$ cat config.mk
export PLATFORM = sky130hd
export DESIGN_NAME = uart_rx_ctrl
export DESIGN_NICKNAME = d
export VERILOG_FILES = /design/src/rtl/uart_pkg.sv /design/src/rtl/uart_rx_fifo.sv /design/src/rtl/uart_rx_ctrl.sv
export SDC_FILE = /design/constraint.sdc
export NUM_CORES = 1
export LEC_CHECK = 0
export CORE_MARGIN = 2
export CORE_UTILIZATION = 45
export CTS_CLUSTER_SIZE = 40
export DETAILED_ROUTE_END_ITERATION = 7
export PLACE_DENSITY = 0.68
export SLEW_MARGIN = 20
export SYNTH_ARGS = -nofsm -noshare
export SYNTH_HDL_FRONTEND = slang
export SYNTH_SLANG_ARGS = --single-unit
$ cat constraint.sdc
create_clock -name sysclk -period 2.7 [get_ports sysclk]
set_clock_uncertainty 0.05 [all_clocks]
set_input_delay 0.54 -clock sysclk [delete_from_list [all_inputs] [get_ports sysclk]]
set_output_delay 0.54 -clock sysclk [all_outputs]
set_load 0.05 [all_outputs]
$ cat src/rtl/uart_pkg.sv
// Shared types and constants for the UART receive-path controller.
package uart_pkg;

  localparam int         DIV_RST_DEFAULT = 53;
  localparam logic [7:0] ERR_CNT_MAX     = 8'd255;

  typedef struct packed {
    logic framing;
    logic parity;
  } rx_status_t;

endpackage

$ cat src/rtl/uart_rx_fifo.sv
// Show-ahead FIFO: head entry is visible combinationally on rdata.
module uart_rx_fifo #(
  parameter  int DEPTH = 8,
  parameter  int WIDTH = 10,
  localparam int AW    = $clog2(DEPTH),
  localparam int CW    = AW + 1
) (
  input  logic             clk,
  input  logic             rst,
  input  logic             push,
  input  logic             pop,
  input  logic             flush,
  input  logic [WIDTH-1:0] wdata,
  output logic [WIDTH-1:0] rdata,
  output logic [CW-1:0]    count,
  output logic             full,
  output logic             empty
);

  logic [WIDTH-1:0] mem [DEPTH];
  logic [AW-1:0]    wr_ptr;
  logic [AW-1:0]    rd_ptr;
  logic             do_push;
  logic             do_pop;

  assign full  = (count == CW'(DEPTH));
  assign empty = (count == '0);
  assign rdata = mem[rd_ptr];

  // A pop frees the slot in the same cycle, so a full FIFO can still accept.
  assign do_pop  = pop && !empty && !flush;
  assign do_push = push && !flush && (!full || do_pop);

  always_ff @(posedge clk or posedge rst) begin
    if (rst) begin
      wr_ptr <= '0;
      rd_ptr <= '0;
      count  <= '0;
    end else if (flush) begin
      wr_ptr <= '0;
      rd_ptr <= '0;
      count  <= '0;
    end else begin
      if (do_push) wr_ptr <= wr_ptr + AW'(1);
      if (do_pop)  rd_ptr <= rd_ptr + AW'(1);
      case ({do_push, do_pop})
        2'b10:   count <= count + CW'(1);
        2'b01:   count <= count - CW'(1);
        default: count <= count;
      endcase
    end
  end

  always_ff @(posedge clk) begin
    if (do_push) mem[wr_ptr] <= wdata;
  end

endmodule

$ cat src/rtl/uart_rx_ctrl.sv
// UART receive-path controller: baud tick, parity config, event FIFO and
// sticky overrun / saturating error-count status.
module uart_rx_ctrl
  import uart_pkg::*;
#(
  parameter  int DBITS   = 8,
  parameter  int DEPTH   = 8,
  parameter  int DIV_W   = 16,
  parameter  int DIV_RST = DIV_RST_DEFAULT,
  localparam int CW      = $clog2(DEPTH) + 1
) (
  input  logic             sysclk,
  input  logic             rst,
  input  logic             cfg_wr,
  input  logic [DIV_W-1:0] cfg_div,
  input  logic             cfg_parity_en,
  input  logic             cfg_odd_even,
  input  logic             flush,
  input  logic             clr_status,
  output logic             baudx16_ena,
  output logic             parity_en,
  output logic             odd_even,
  input  logic [DBITS-1:0] rx_data,
  input  logic             rx_valid,
  input  logic             framing_err,
  input  logic             parity_err,
  output logic [DBITS-1:0] m_data,
  output logic [1:0]       m_err,
  output logic             m_valid,
  input  logic             m_ready,
  output logic [CW-1:0]    fifo_count,
  output logic             overrun,
  output logic [7:0]       err_cnt
);

  logic [DIV_W-1:0] div_r;
  logic [DIV_W-1:0] div_cnt;
  logic [DIV_W-1:0] div_nxt;
  logic [DIV_W-1:0] cnt_nxt;

  // The tick is registered from the next counter value so it is high in
  // exactly the cycle where the counter sits at div_r.
  always_comb begin
    div_nxt = div_r;
    cnt_nxt = div_cnt + DIV_W'(1);
    if (cfg_wr) begin
      div_nxt = cfg_div;
      cnt_nxt = '0;
    end else if (div_cnt == div_r) begin
      cnt_nxt = '0;
    end
  end

  always_ff @(posedge sysclk or posedge rst) begin
    if (rst) begin
      div_r       <= DIV_W'(DIV_RST);
      div_cnt     <= '0;
      baudx16_ena <= 1'b0;
      parity_en   <= 1'b0;
      odd_even    <= 1'b0;
    end else begin
      div_r       <= div_nxt;
      div_cnt     <= cnt_nxt;
      baudx16_ena <= (cnt_nxt == div_nxt);
      if (cfg_wr) begin
        parity_en <= cfg_parity_en;
        odd_even  <= cfg_odd_even;
      end
    end
  end

  logic [2:0]           flags;
  logic [2:0]           evt_q;
  logic                 evt;
  logic                 err_evt;
  logic                 pop;
  logic                 full;
  logic                 empty;
  logic                 drop;
  rx_status_t           wstat;
  rx_status_t           rstat;
  logic [DBITS+1:0]     wdata;
  logic [DBITS+1:0]     rdata;

  assign flags   = {framing_err, parity_err, rx_valid};
  assign evt     = |(flags & ~evt_q);
  assign err_evt = evt && (framing_err || parity_err);
  assign pop     = m_valid && m_ready;
  // Events lost to flush are intentional and never count as overrun.
  assign drop    = evt && !flush && full && !pop;

  assign wstat   = '{framing: framing_err, parity: parity_err};
  assign wdata   = {rx_data, wstat};
  assign m_data  = rdata[DBITS+1:2];
  assign rstat   = rdata[1:0];
  assign m_err   = rstat;
  assign m_valid = !empty;

  uart_rx_fifo #(
    .DEPTH (DEPTH),
    .WIDTH (DBITS + 2)
  ) u_fifo (
    .clk   (sysclk),
    .rst   (rst),
    .push  (evt),
    .pop   (pop),
    .flush (flush),
    .wdata (wdata),
    .rdata (rdata),
    .count (fifo_count),
    .full  (full),
    .empty (empty)
  );

  always_ff @(posedge sysclk or posedge rst) begin
    if (rst) begin
      evt_q   <= 3'b000;
      overrun <= 1'b0;
      err_cnt <= '0;
    end else begin
      evt_q <= flags;
      if (drop)            overrun <= 1'b1;
      else if (clr_status) overrun <= 1'b0;
      if (clr_status)
        err_cnt <= err_evt ? 8'd1 : 8'd0;
      else if (err_evt && (err_cnt != ERR_CNT_MAX))
        err_cnt <= err_cnt + 8'd1;
    end
  end

endmodule

==> Word level (Yosys, flattened, before mapping) <==
Memories as Yosys holds them, arrays and structs flattened.
Cells that the tools add are included.
{ "totals": {"in_bits": 35, "wordCells": 64, "mem_bits_rw": 80, "output_inout_bits": 27, "reg_bits": 57, "mem_count": 1} }
{ "mem_list": {"columns": ["name", "depth", "word_bits", "rd", "rd_clocked_by_memory_dff", "wr", "line_no", "source"], "rows": [
  ["u_fifo.mem", 8, 10, 1, 0, 1, "uart_rx_fifo.sv:20", "logic [WIDTH-1:0] mem [DEPTH];"]
]} }
{ "classes": {"n_addsub": 6, "n_bitwise": 2, "n_mux": 16, "n_eq_ne": 6, "reduce_logical": 22} }
{ "op_table": {"columns": ["operator", "n"], "rows": [
  ["$mux W16", 3],
  ["$eq A16 B16 Y1", 2],
  ["$add A16 B1 Y16 const B", 1],
  ["$mux W8", 2],
  ["$mux W3", 4],
  ["$logic_and A1 B1 Y1", 9],
  ["$add A8 B1 Y8 const B", 1],
  ["$ne A8 B8 Y1 const B", 1],
  ["$pmux W4 S2", 1],
  ["$reduce_bool A2 Y1", 4],
  ["$add A3 B1 Y3 const B", 2],
  ["$mux W1", 5],
  ["$add A4 B1 Y4 const B", 1],
  ["$eq A4 B4 Y1 const B", 1],
  ["$logic_not A1 Y1", 4],
  ["$logic_not A4 Y1", 1],
  ["$mux W4", 1],
  ["$sub A4 B1 Y4 const B", 1],
  ["$and A3 B3 Y3", 1],
  ["$not A3 Y3", 1],
  ["$reduce_bool A3 Y1", 1],
  ["$reduce_or A3 Y1", 1],
  ["$eq A2 B1 Y1 const B", 1],
  ["$eq A2 B2 Y1 const B", 1],
  ["$logic_or A1 B1 Y1", 2]
]} }

==> Longest topological paths before layout <==
Gate-level depths: netlist of the first run.
{ "depth": {"ltp_word": 10, "mapped_depth": 9, "depth_no_buf": 9} }

==> By module <==
A second synthesis of the first run with hierarchy kept.
{ "unflattened": {"hier_cells": 438, "area_unflattened_um2": 6284.8} }
{ "modules_own_cells": {"columns": ["module", "n_inst", "seq_area_each_um2", "area_each_um2", "cells_each"], "rows": [
  ["uart_rx_fifo", 1, 2652.5, 3708.6, 193],
  ["uart_rx_ctrl", 1, 1181.1, 2576.2, 245]
]} }

==> Least setup slack after synthesis of the first run <==
No wires, ideal clock.
{ "synth_path": {"kind": "reg-to-reg", "from": "register u_fifo.count[1]", "to": "register u_fifo.count[3]", "path_stages_with_launch": 10, "setup_time_ns": 0.132, "path_buffers": 0, "arrival_time_ns": 2.789, "period_less_slack_ns": 2.970, "setup_slack_ns": -0.270, "t_required_ns": 2.518, "path_cell_list": "dfrtp_1 or4_1 nand2_1 nor3_1 ha_1 o21ai_0 nand2b_1 a211oi_1 xnor2_1 nor2_1"} }
{ "synth_via": {"elab_chain_len": 10, "elab_cells_between_ends": 16, "classes_between": "add/sub (2); eq/ne (3); mux (2); reduce/logical (9)"} }
{ "synth_rtl": {"columns": ["element", "line_no", "source"], "rows": [
  ["start: declaration", "uart_rx_fifo.sv:15", "output logic [CW-1:0] count,"],
  ["start signal: assignment", "uart_rx_fifo.sv:47", "2'b10: count <= count + CW'(1);"],
  ["start signal: assignment", "uart_rx_fifo.sv:48", "2'b01: count <= count - CW'(1);"],
  ["start signal: assignment", "uart_rx_fifo.sv:49", "default: count <= count;"],
  ["$logic_not A4 Y1 *", "uart_rx_fifo.sv:27", "assign empty = (count == '0);"],
  ["$logic_not A1 Y1 *", "uart_rx_ctrl.sv:97", "assign m_valid = !empty;"],
  ["named net m_valid", "uart_rx_ctrl.sv:29", "output logic m_valid,"],
  ["$logic_and A1 B1 Y1", "uart_rx_ctrl.sv:88", "assign pop = m_valid && m_ready;"],
  ["$logic_and A1 B1 Y1 * (2 in series)", "uart_rx_fifo.sv:31", "assign do_pop = pop && !empty && !flush;"],
  ["$logic_or A1 B1 Y1", "uart_rx_fifo.sv:32", "assign do_push = push && !flush && (!full || do_pop);"],
  ["$logic_and A1 B1 Y1", "uart_rx_fifo.sv:32", null],
  ["$eq A2 B1 Y1 or $eq A2 B2 Y1 (tied branches)", "uart_rx_fifo.sv:46", "case ({do_push, do_pop})"],
  ["$pmux W4 S2", "uart_rx_fifo.sv:46", null],
  ["$mux W4", "uart_rx_fifo.sv:39", "end else if (flush) begin"]
]} }
Mark *: on every way through the listed nets, which the timed path passes. The rest lies on a longest branch.
A chain may end at the register's enable or synchronous reset.

==> Worst setup path after layout of the first run <==
{ "layout_path": {"from": "register u_fifo.rd_ptr[0]", "to": "output port m_data[5]"} }
{ "layout_via": {"elab_chain_len": 1} }
{ "layout_rtl": {"columns": ["element", "line_no", "source"], "rows": [
  ["start: declaration", "uart_rx_fifo.sv:22", "logic [AW-1:0] rd_ptr;"],
  ["start signal: assignment", "uart_rx_fifo.sv:45", "if (do_pop) rd_ptr <= rd_ptr + AW'(1);"],
  ["$mem_v2 Z8 W10", null, null],
  ["end: declaration", "uart_rx_ctrl.sv:27", "output logic [DBITS-1:0] m_data,"]
]} }
No other way between the ends.

==> results by stage, run 1 <==
Place:
- The count of placed standard cells including taps is 707.
- Routability-driven placement finished with a final weighted congestion of 0.845.
- The quantity of I/O buffers inserted on ports is 61.
- The HPWL after detailed placement is 9370 um.
- Before CTS, the worst setup slack after placement is -0.342 ns.

Setup path:
- The internal reg-to-reg setup slack is 0.22 ns.
- The worst setup path is of the reg -> out kind.
- At the worst endpoint, the arrival time is 2.05 ns.
- The worst register-to-register path ends at baudx16_ena$_DFF_PP0_.
- The largest fanout on the critical path is 11.
- At the worst endpoint, the required time is 2.11 ns.
- The beginning of the worst register-to-register path is div_cnt[2]$_DFF_PP0_.
- The count of cells along the worst register-to-register path is 8.
- The kind of capture point of the worst setup path is a primary output.
- The element type at the critical path start is a flop.

Clock tree:
- At the later pin of the worst-skew pair, clock insertion delay measures 0.42 ns.
- The number of buffers on the longest clock path is 2.
- The clock drives 137 sinks.
- The master cell of the clock root buffer is clkbuf_16.
- For this design, the CTS-stage hold fixing added 0 buffers.
- The CTS buffer count is 17.
- After clock tree synthesis, the clock-pin slew on the worst setup and hold paths is 0.06 ns.
- TritonCTS built the clock tree.
- The H-tree depth reported by CTS is 4.

STA:
- Static timing analysis puts the maximum clock frequency at 0.378 GHz.
- The clock period could shrink to 2.64 ns.
- In the finished design, the share of the clock period the worst path needs comes to 0.979.
- The setup slack after layout is 0.0558 ns.
- At the pin with the least slew margin, the transition time is 0.949 ns.
- For the final routed database, the setup TNS stands at 0 ns.
- Setup repair after global routing left no endpoint under its margin.
- The number of setup violations in the final report is 0.
- The worst relative slew slack is 0.365.
- The hold violation count in the final report is 0.
- The final max-slew violation count was 0.

GRT:
- The via count of the first global-routing pass was 4,093.
- The overall overflow remaining after global route is 0.
- The largest net degree at the start of global routing is 36.
- The first global-routing pass estimated 21,400 um of wire.
- The initial antenna violation count is 0.
- In the global route stage, overall resource usage came out at 0.192.

Routing:
- The post-detailed-route DRC marker count is 0.
- The violation count after the first detailed-routing iteration is 277.
- The count of nets left with antenna violations once routing finished came out at 0.
- The number of search-and-repair iterations in the first detailed-routing pass is 5.
- Wires add up to 13,400 um.
- In the routed layout, each cell is associated on average with a via count of 5.47.
- Dividing the detail-routed wire length by the instance count gives 18.1 um.
- The total via count after detailed routing is 4,050.

Logic synthesis:
- The number of flip-flops and latches in the synthesized netlist is 137.
- Synthesis handed over a netlist of 440 instances.
- After synthesis, the cell types taking the most area are edfxtp_1, dfrtp_1, mux4_2, xor2_1, mux2_2.
- The share of the synthesized area in the top cell type is 0.388.
- The average instance in the mapped netlist occupies 14.1 um2.
- The number of different library cells in the post-synthesis netlist is 51.
- edfxtp_1 takes more of the synthesized area than any other cell.
- The post-synthesis instance area is 0.00620 mm2.
- The proportion of synthesized chip area in sequential cells is 0.618.
- The most used flip-flop cell after synthesis is edfxtp_1.
- The number of synthesis warnings is 0.
- The number of synthesized flops with an enable pin is 80.
- For this run, asynchronously set or reset flops after synthesis account for 0.416.
- The net count of the mapped netlist is 481.

Floorplan:
- The die covers 0.0147 mm2.
- Measured along the y axis, the die boundary spans 121 um.
- In this run the core area contains 42 standard-cell rows.
- 62 I/O pins were placed.
- The floorplan step set the die width to 121 um.
- In this run the standard cell core region covers 0.0133 mm2.
- For this configuration, the core starts out at a cell density of 0.464.

Final layout:
- The total inserted antenna cells is 0.
- The area growth from synthesis to final layout is 28.6%.
- Of the cells placed in the final design, the portion with a size suffix greater than 1 is 0.271.
- The count of nets after finishing is 594.
- The final cell count without fillers is 741.

Job:
- Across the run, the number of max-cap violations was 0.

Power and ir drop:
- The design draws 6160 uW.
- Dividing total power by cell area gives a power density of 773 mW/mm2.
- The highest ir drop seen on vdd is 0.000403 V.
- In this run the static leakage power is 0.00308 uW.

Min path:
- The tightest min-delay check is of the in -> async type.

Status:
- The flow ran to the end, and the final reports show no timing, DRC or antenna violations.
## layer usage
layer  track usage  part of all wire  up-vias
met4        0.0611            0.0085        0
met1         0.262              0.44     2011
met5             0                 0        -
met2         0.302              0.49      137
met3        0.0536             0.062       16
li1              -                 -     1886
## stage by stage
stage,hold slack (ns),area (um2),utilization
3_5_place_dp,0.448,7320,0.548
4_1_cts,0.421,7910,0.593
6_report,0.426,7970,0.597
3_3_place_gp,0.438,7320,0.548
5_1_grt,0.474,7970,0.597
2_1_floorplan,0.448,6210,-
## sequential cells by signal, indices dropped and copies added (netlist names)
name / flops
u_fifo.mem: 80
err_cnt: 8
u_fifo.rd_ptr: 3
overrun: 1
div_r: 16
parity_en: 1
odd_even: 1
evt_q: 3
u_fifo.count: 4
u_fifo.wr_ptr: 3
div_cnt: 16
baudx16_ena: 1
## power breakdown
group	switching, uW	internal, uW	total, uW
combinational	868	694	1560
clock	881	1270	2150
sequential	116	2330	2450
total	1860	4300	6160
## worst max path at each step
stage,from,to,slack (ns)
after CTS,u_fifo.rd_ptr[0]$_DFFE_PP0P_,m_data[5],0.02
after floorplan,u_fifo.count[2]$_DFFE_PP0P_,u_fifo.count[3]$_DFFE_PP0P_,-0.002
after global placement,rx_valid,u_fifo.count[3]$_DFFE_PP0P_,-0.28
after detailed placement,framing_err,u_fifo.mem[7][4]$_DFFE_PP_,-0.34
final,u_fifo.rd_ptr[0]$_DFFE_PP0P_,m_data[5],0.06
after global routing,parity_err,u_fifo.mem[6][1]$_DFFE_PP_,0.001
## placed cells by master (no fill, tap or decap), drive strengths merged, types with 3 or more instances in the layout
cell type and instances:
edfxtp 80, buf 59, dfrtp 53, clkdlybuf4s50 50, nor2 42, xor2 28, inv 24, mux4 20
clkbuf 19, xnor2 17, mux2i 16, mux2 16, nand2 12, nand3 12, nor3 11, nand4 11
nor4 9, a21oi 8, ha 6, clkinv 6, or3 5, o21ai 5, nand2b 5, nor2b 4
and3 4, a31oi 4, dfstp 4, o31ai 3, o32ai 3
## synth_stat cells (5+ instances only)
| cell | n |
|---|---|
| mux2i_1 | 16 |
| edfxtp_1 | 80 |
| nand3_1 | 11 |
| nor3_1 | 11 |
| dfrtp_1 | 53 |
| xor2_1 | 28 |
| buf_1 | 5 |
| nor4_1 | 8 |
| mux2_2 | 16 |
| ha_1 | 6 |
| o21ai_0 | 5 |
| xnor2_1 | 17 |
| nand4_1 | 10 |
| nor2_1 | 42 |
| a21oi_1 | 8 |
| or3_1 | 5 |
| inv_1 | 20 |
| nand2_1 | 12 |
| clkbuf_1 | 7 |
| mux4_2 | 20 |
| nand2b_1 | 5 |
## final cells by class
type | count | area, um2
Fill cell | 1086 | 5380
Sequential cell | 137 | 3840
Multi-Input combinational cell | 266 | 2290
Timing Repair Buffer | 111 | 1000
Clock buffer | 18 | 429
Tap cell | 176 | 220
Clock inverter | 13 | 121
Inverter | 20 | 75.1
## critical path: stages, from the launching register on
cell and delay, ns:
dfrtp_2 0.44, buf_12 0.18, mux4_2 0.54, mux2_2 0.28
buf_4 0.19
## kinds of logic (layout without fill, tap and decap cells)
logic type                 Yosys count  after routing  share of synthesized area
DFF                                137            137                      0.618
and+or+nand+nor                    126            126                      0.110
muxes                               52             52                      0.128
xor gates and xnor gates            46             46                     0.0672
buffers and inverters               37            162                     0.0234
AOI/OAI and AO/OA                   36             36                     0.0412
adders and majority gates            6              6                     0.0121
## timing repair
action | 4_1_cts | 5_1_grt
gates resized for setup | 9 | 5
setup buffers | 0 | 2
setup endpoints to repair | 2 | 18
cloned | 0 | 1
pin swaps | 2 | 3
No activity file was read; power rests on OpenSTA's default activity.
==> inputs of run 2 (changes only) <==
Settings changed: SYNTH_HIERARCHICAL from default to 1.
==> run 2 against run 1 <==
Die area increased by 1.3%. Total power increased by 5.6%. Global-route usage increased by 0.14 points. Hold slack improved by 0.026 ns. Register-to-register slack got worse by 0.08 ns. Routed wire length decreased by 0.20%. Synthesized cell count decreased by 0.45%. Clock power increased by 6%. Final area increased by 1.8%. Combinational power increased by 13%.
==> results by stage, run 2 <==
Setup path:
- The largest fanout on the critical path came to 8 (-3).
- The worst setup path is launched from a flop.
- The critical path in this run is classified as reg -> out.
- The critical path data required time is 2.11 ns (about the same).
- The critical path data arrival time is 2.05 ns (about the same).
- The kind of capture point of the worst setup path is a primary output.

Logic synthesis:
- The async set-reset flop share out of synthesis is 0.416 (unchanged).
- By area the synthesized netlist is led by edfxtp_1, dfrtp_1, mux4_2, xnor2_1, mux2_2.
- The average cell area after synthesis is 14.3 um2 (+1.9%).
- By count the netlist is led by edfxtp_1, dfrtp_1, nor2_1.
- The number of synthesis warnings is 6 (+6).
- For this run, the leading register cell type out of synthesis is edfxtp_1.
- The number of flip-flops and latches in the synthesized netlist is 137 (unchanged).
- The cell type contributing the most total cell area after synthesis is edfxtp_1.
- The number of synthesized flops with an enable pin is 80 (unchanged).
- Yosys instantiated no cell more often than edfxtp_1.
- The share of the synthesized area in the top cell type is 0.382 (-0.00532).
- The number of different library cells in the post-synthesis netlist is 62 (+22%).
- The post-synthesis instance area was 0.00628 mm2 (+1.4%).
- The proportion of synthesized chip area in sequential cells is 0.610 (-0.00850).
- The gate count of the mapped netlist came to 438 (-0.45%).
- The net count of the mapped netlist is 480 (-0.21%).

Power and ir drop:
- The static leakage power is 0.00306 uW (-0.54%).
- The highest ir drop seen on vdd is 0.000404 V (+0.24%).
- The total power of the final layout is 6510 uW (+5.6%).
- The power density over the cells is 802 mW/mm2 (+3.7%).

Floorplan:
- The horizontal extent of the die is 122 um (+0.67%).
- The total die area came to 0.0149 mm2 (+1.3%).
- The number of placed I/O pins was 62 (unchanged).
- The die span in y is 122 um (+0.67%).
- The initial core utilization is 0.456 (-0.00807).
- The core region area is 0.0138 mm2 (+3.2%).
- The row count is 43 (+2.4%).

Clock tree:
- The H-tree depth reported by CTS is 4 (unchanged).
- The number of clock sinks seen by CTS is 137 (unchanged).
- The CTS buffer count is 17 (unchanged).
- TritonCTS built the clock tree.
- The number of buffers on the longest clock path is 2 (unchanged).
- The hold buffer count at cts is 0 (unchanged).
- The master cell of the clock root buffer is clkbuf_16.
- The clock transition at the registers of the reported paths is 0.06 ns (about the same).
- The later-pin clock latency in the skew report is 0.42 ns (about the same).

GRT:
- The first-pass GRT wire length is 21,400 um (+0.19%).
- The initial antenna violation count is 0 (unchanged).
- The largest net degree at the start of global routing is 26 (-28%).
- The overall track demand over capacity in global routing is 0.194 (+0.00137).
- The via count of the first global-routing pass is 4,134 (+1.0%).
- The overall overflow remaining after global route came to 0 (unchanged).

STA:
- The hold violation count in the final report is 0 (unchanged).
- The setup TNS after final layout was 0 ns (unchanged).
- The worst relative slew slack is 0.595 (+0.229).
- Setup repair after global routing left no endpoint under its margin.
- The slew at the pin closest to its max-slew limit is 0.608 ns (-0.341 ns).
- The final max-slew violation count is 0 (unchanged).
- The final period demand of the worst path came to 2.64 ns (-0.00901 ns).
- The portion of the clock cycle consumed by the worst path in the final layout was 0.976 (-0.00334).
- The highest clock frequency the design can meet is 0.379 GHz (+0.34%).
- The number of setup violations in the final report is 0 (unchanged).

Final layout:
- The area growth from synthesis to layout is 29.2%.
- The total area of sequential cells is 0.00384 mm2 (about the same).
- The share of post-route cells with drive strength above 1 is 0.298 (+0.0267).
- The register bank with the most flops is u_fifo/mem.
- The largest registers in the layout are u_fifo/mem (80), div_cnt (16), div_r (16).
- The final-layout fill cell count is 1,109 (+2.1%).
- The area occupied by multi-input gates came to 0.00233 mm2 (+1.9%).
- Leaving out fill and tap cells, the most frequent cells in the layout are edfxtp_1, buf_4, clkdlybuf4s50_1.
- The count of nets after finishing is 597 (+0.51%).
- The most frequent standard cell in the layout excluding fill and tap cells is edfxtp_1.
- The number of flip-flops in the largest register is 80 (unchanged).
- The core utilization of the finished layout came to 0.589 (-0.00782).
- The total inserted antenna cells was 0 (unchanged).

Routing:
- The number of search-and-repair iterations in the first detailed-routing pass is 5 (unchanged).
- The violation count after the first detailed-routing iteration is 302 (+9.0%).
- The total via count after detailed routing came to 3,971 (-2.0%).
- The average vias per placed instance was 5.31 (-2.9%).
- The total length of routed wires is 13,400 um (-0.20%).
- The post-route antenna net violation count is 0 (unchanged).
- The post-detailed-route DRC marker count came to 0 (unchanged).
- The detail-routed net length per standard cell is 17.9 um (-1.1%).

Place:
- The quantity of I/O buffers inserted on ports is 61 (unchanged).
- The final RePlAce weighted congestion is 0.844 (-0.12%).
- The HPWL after detailed placement is 9100 um (-2.8%).

Status:
- The run finished with clean final reports.

Min path:
- The path class of the tightest hold or removal check is in -> async.

Job:
- The max-cap violation count came to 0 (unchanged).
## run 2: stage by stage
step	std cells	cell area, um2	hold slack (ns)	worst slack (ns)
after floorplan	438	6340	0.330	-0.00607
after global placement	712	7470	0.442	-0.0724
after detailed placement	712	7470	0.459	-0.122
after CTS	744	8060	0.456	0.000596
after global routing	748	8120	0.478	0.00717
final	748	8120	0.453	0.0648
## run 2: logic make-up (layout without fill, tap and decap cells)
| family | count (synthesis) | after routing | share of synthesized area |
|---|---|---|---|
| AOI/OAI and AO/OA | 40 | 40 | 0.0502 |
| xor gates and xnor gates | 48 | 48 | 0.0705 |
| adders and majority gates | 7 | 7 | 0.0151 |
| buffers and inverters | 35 | 165 | 0.0275 |
| DFF | 137 | 137 | 0.610 |
| muxes | 51 | 51 | 0.125 |
| and+or+nand+nor | 120 | 120 | 0.101 |
## run 2: area by class of cell
type,count,share of cell area
Clock buffer,17,0.0524
Clock inverter,15,0.0200
Sequential cell,137,0.473
Timing Repair Buffer,116,0.132
Multi-Input combinational cell,266,0.287
Tap cell,180,0.0277
Inverter,17,0.00786
## run 2: final timing paths
check / from / end / slack [ns] / cells after the start
max: u_fifo/rd_ptr[0]$_DFFE_PP0P_ / m_data[6] / 0.06 / 4
min: rst / u_fifo/count[2]$_DFFE_PP0P_ / 0.45 / 2
max reg2reg: u_fifo/count[1]$_DFFE_PP0P_ / u_fifo/count[3]$_DFFE_PP0P_ / 0.14 / 10
min reg2reg: odd_even$_DFFE_PP0P_ / odd_even$_DFFE_PP0P_ / 0.47 / 1
max in group asynchronous: rst / err_cnt[3]$_DFFE_PP0P_ / 1.56 / 3
min in group sysclk: odd_even$_DFFE_PP0P_ / odd_even$_DFFE_PP0P_ / 0.47 / 1
## run 2: layer usage
metal | wire [um] | GRT usage
met5 | 0 | 0
met4 | 141 | 0.0704
met3 | 476 | 0.0487
met2 | 7260 | 0.333
met1 | 5510 | 0.237
## run 2: power by group
part	leakage (uW)	switching (uW)	internal, uW	total [uW]
clock	0.000283	909	1370	2280
combinational	0.00133	978	795	1770
sequential	0.00145	97.6	2350	2450
total	0.00306	1990	4520	6510
## run 2: worst max-delay path: stages, from the launching register on
cell	delay (ns)
dfrtp_2	0.46
clkbuf_16	0.20
mux4_2	0.50
mux2_2	0.27
buf_4	0.19
## run 2: what timing repair did
action / CTS / global route
setup endpoints to repair: 0 / 2
resized for setup: 0 / 3
setup buffers: 0 / 3
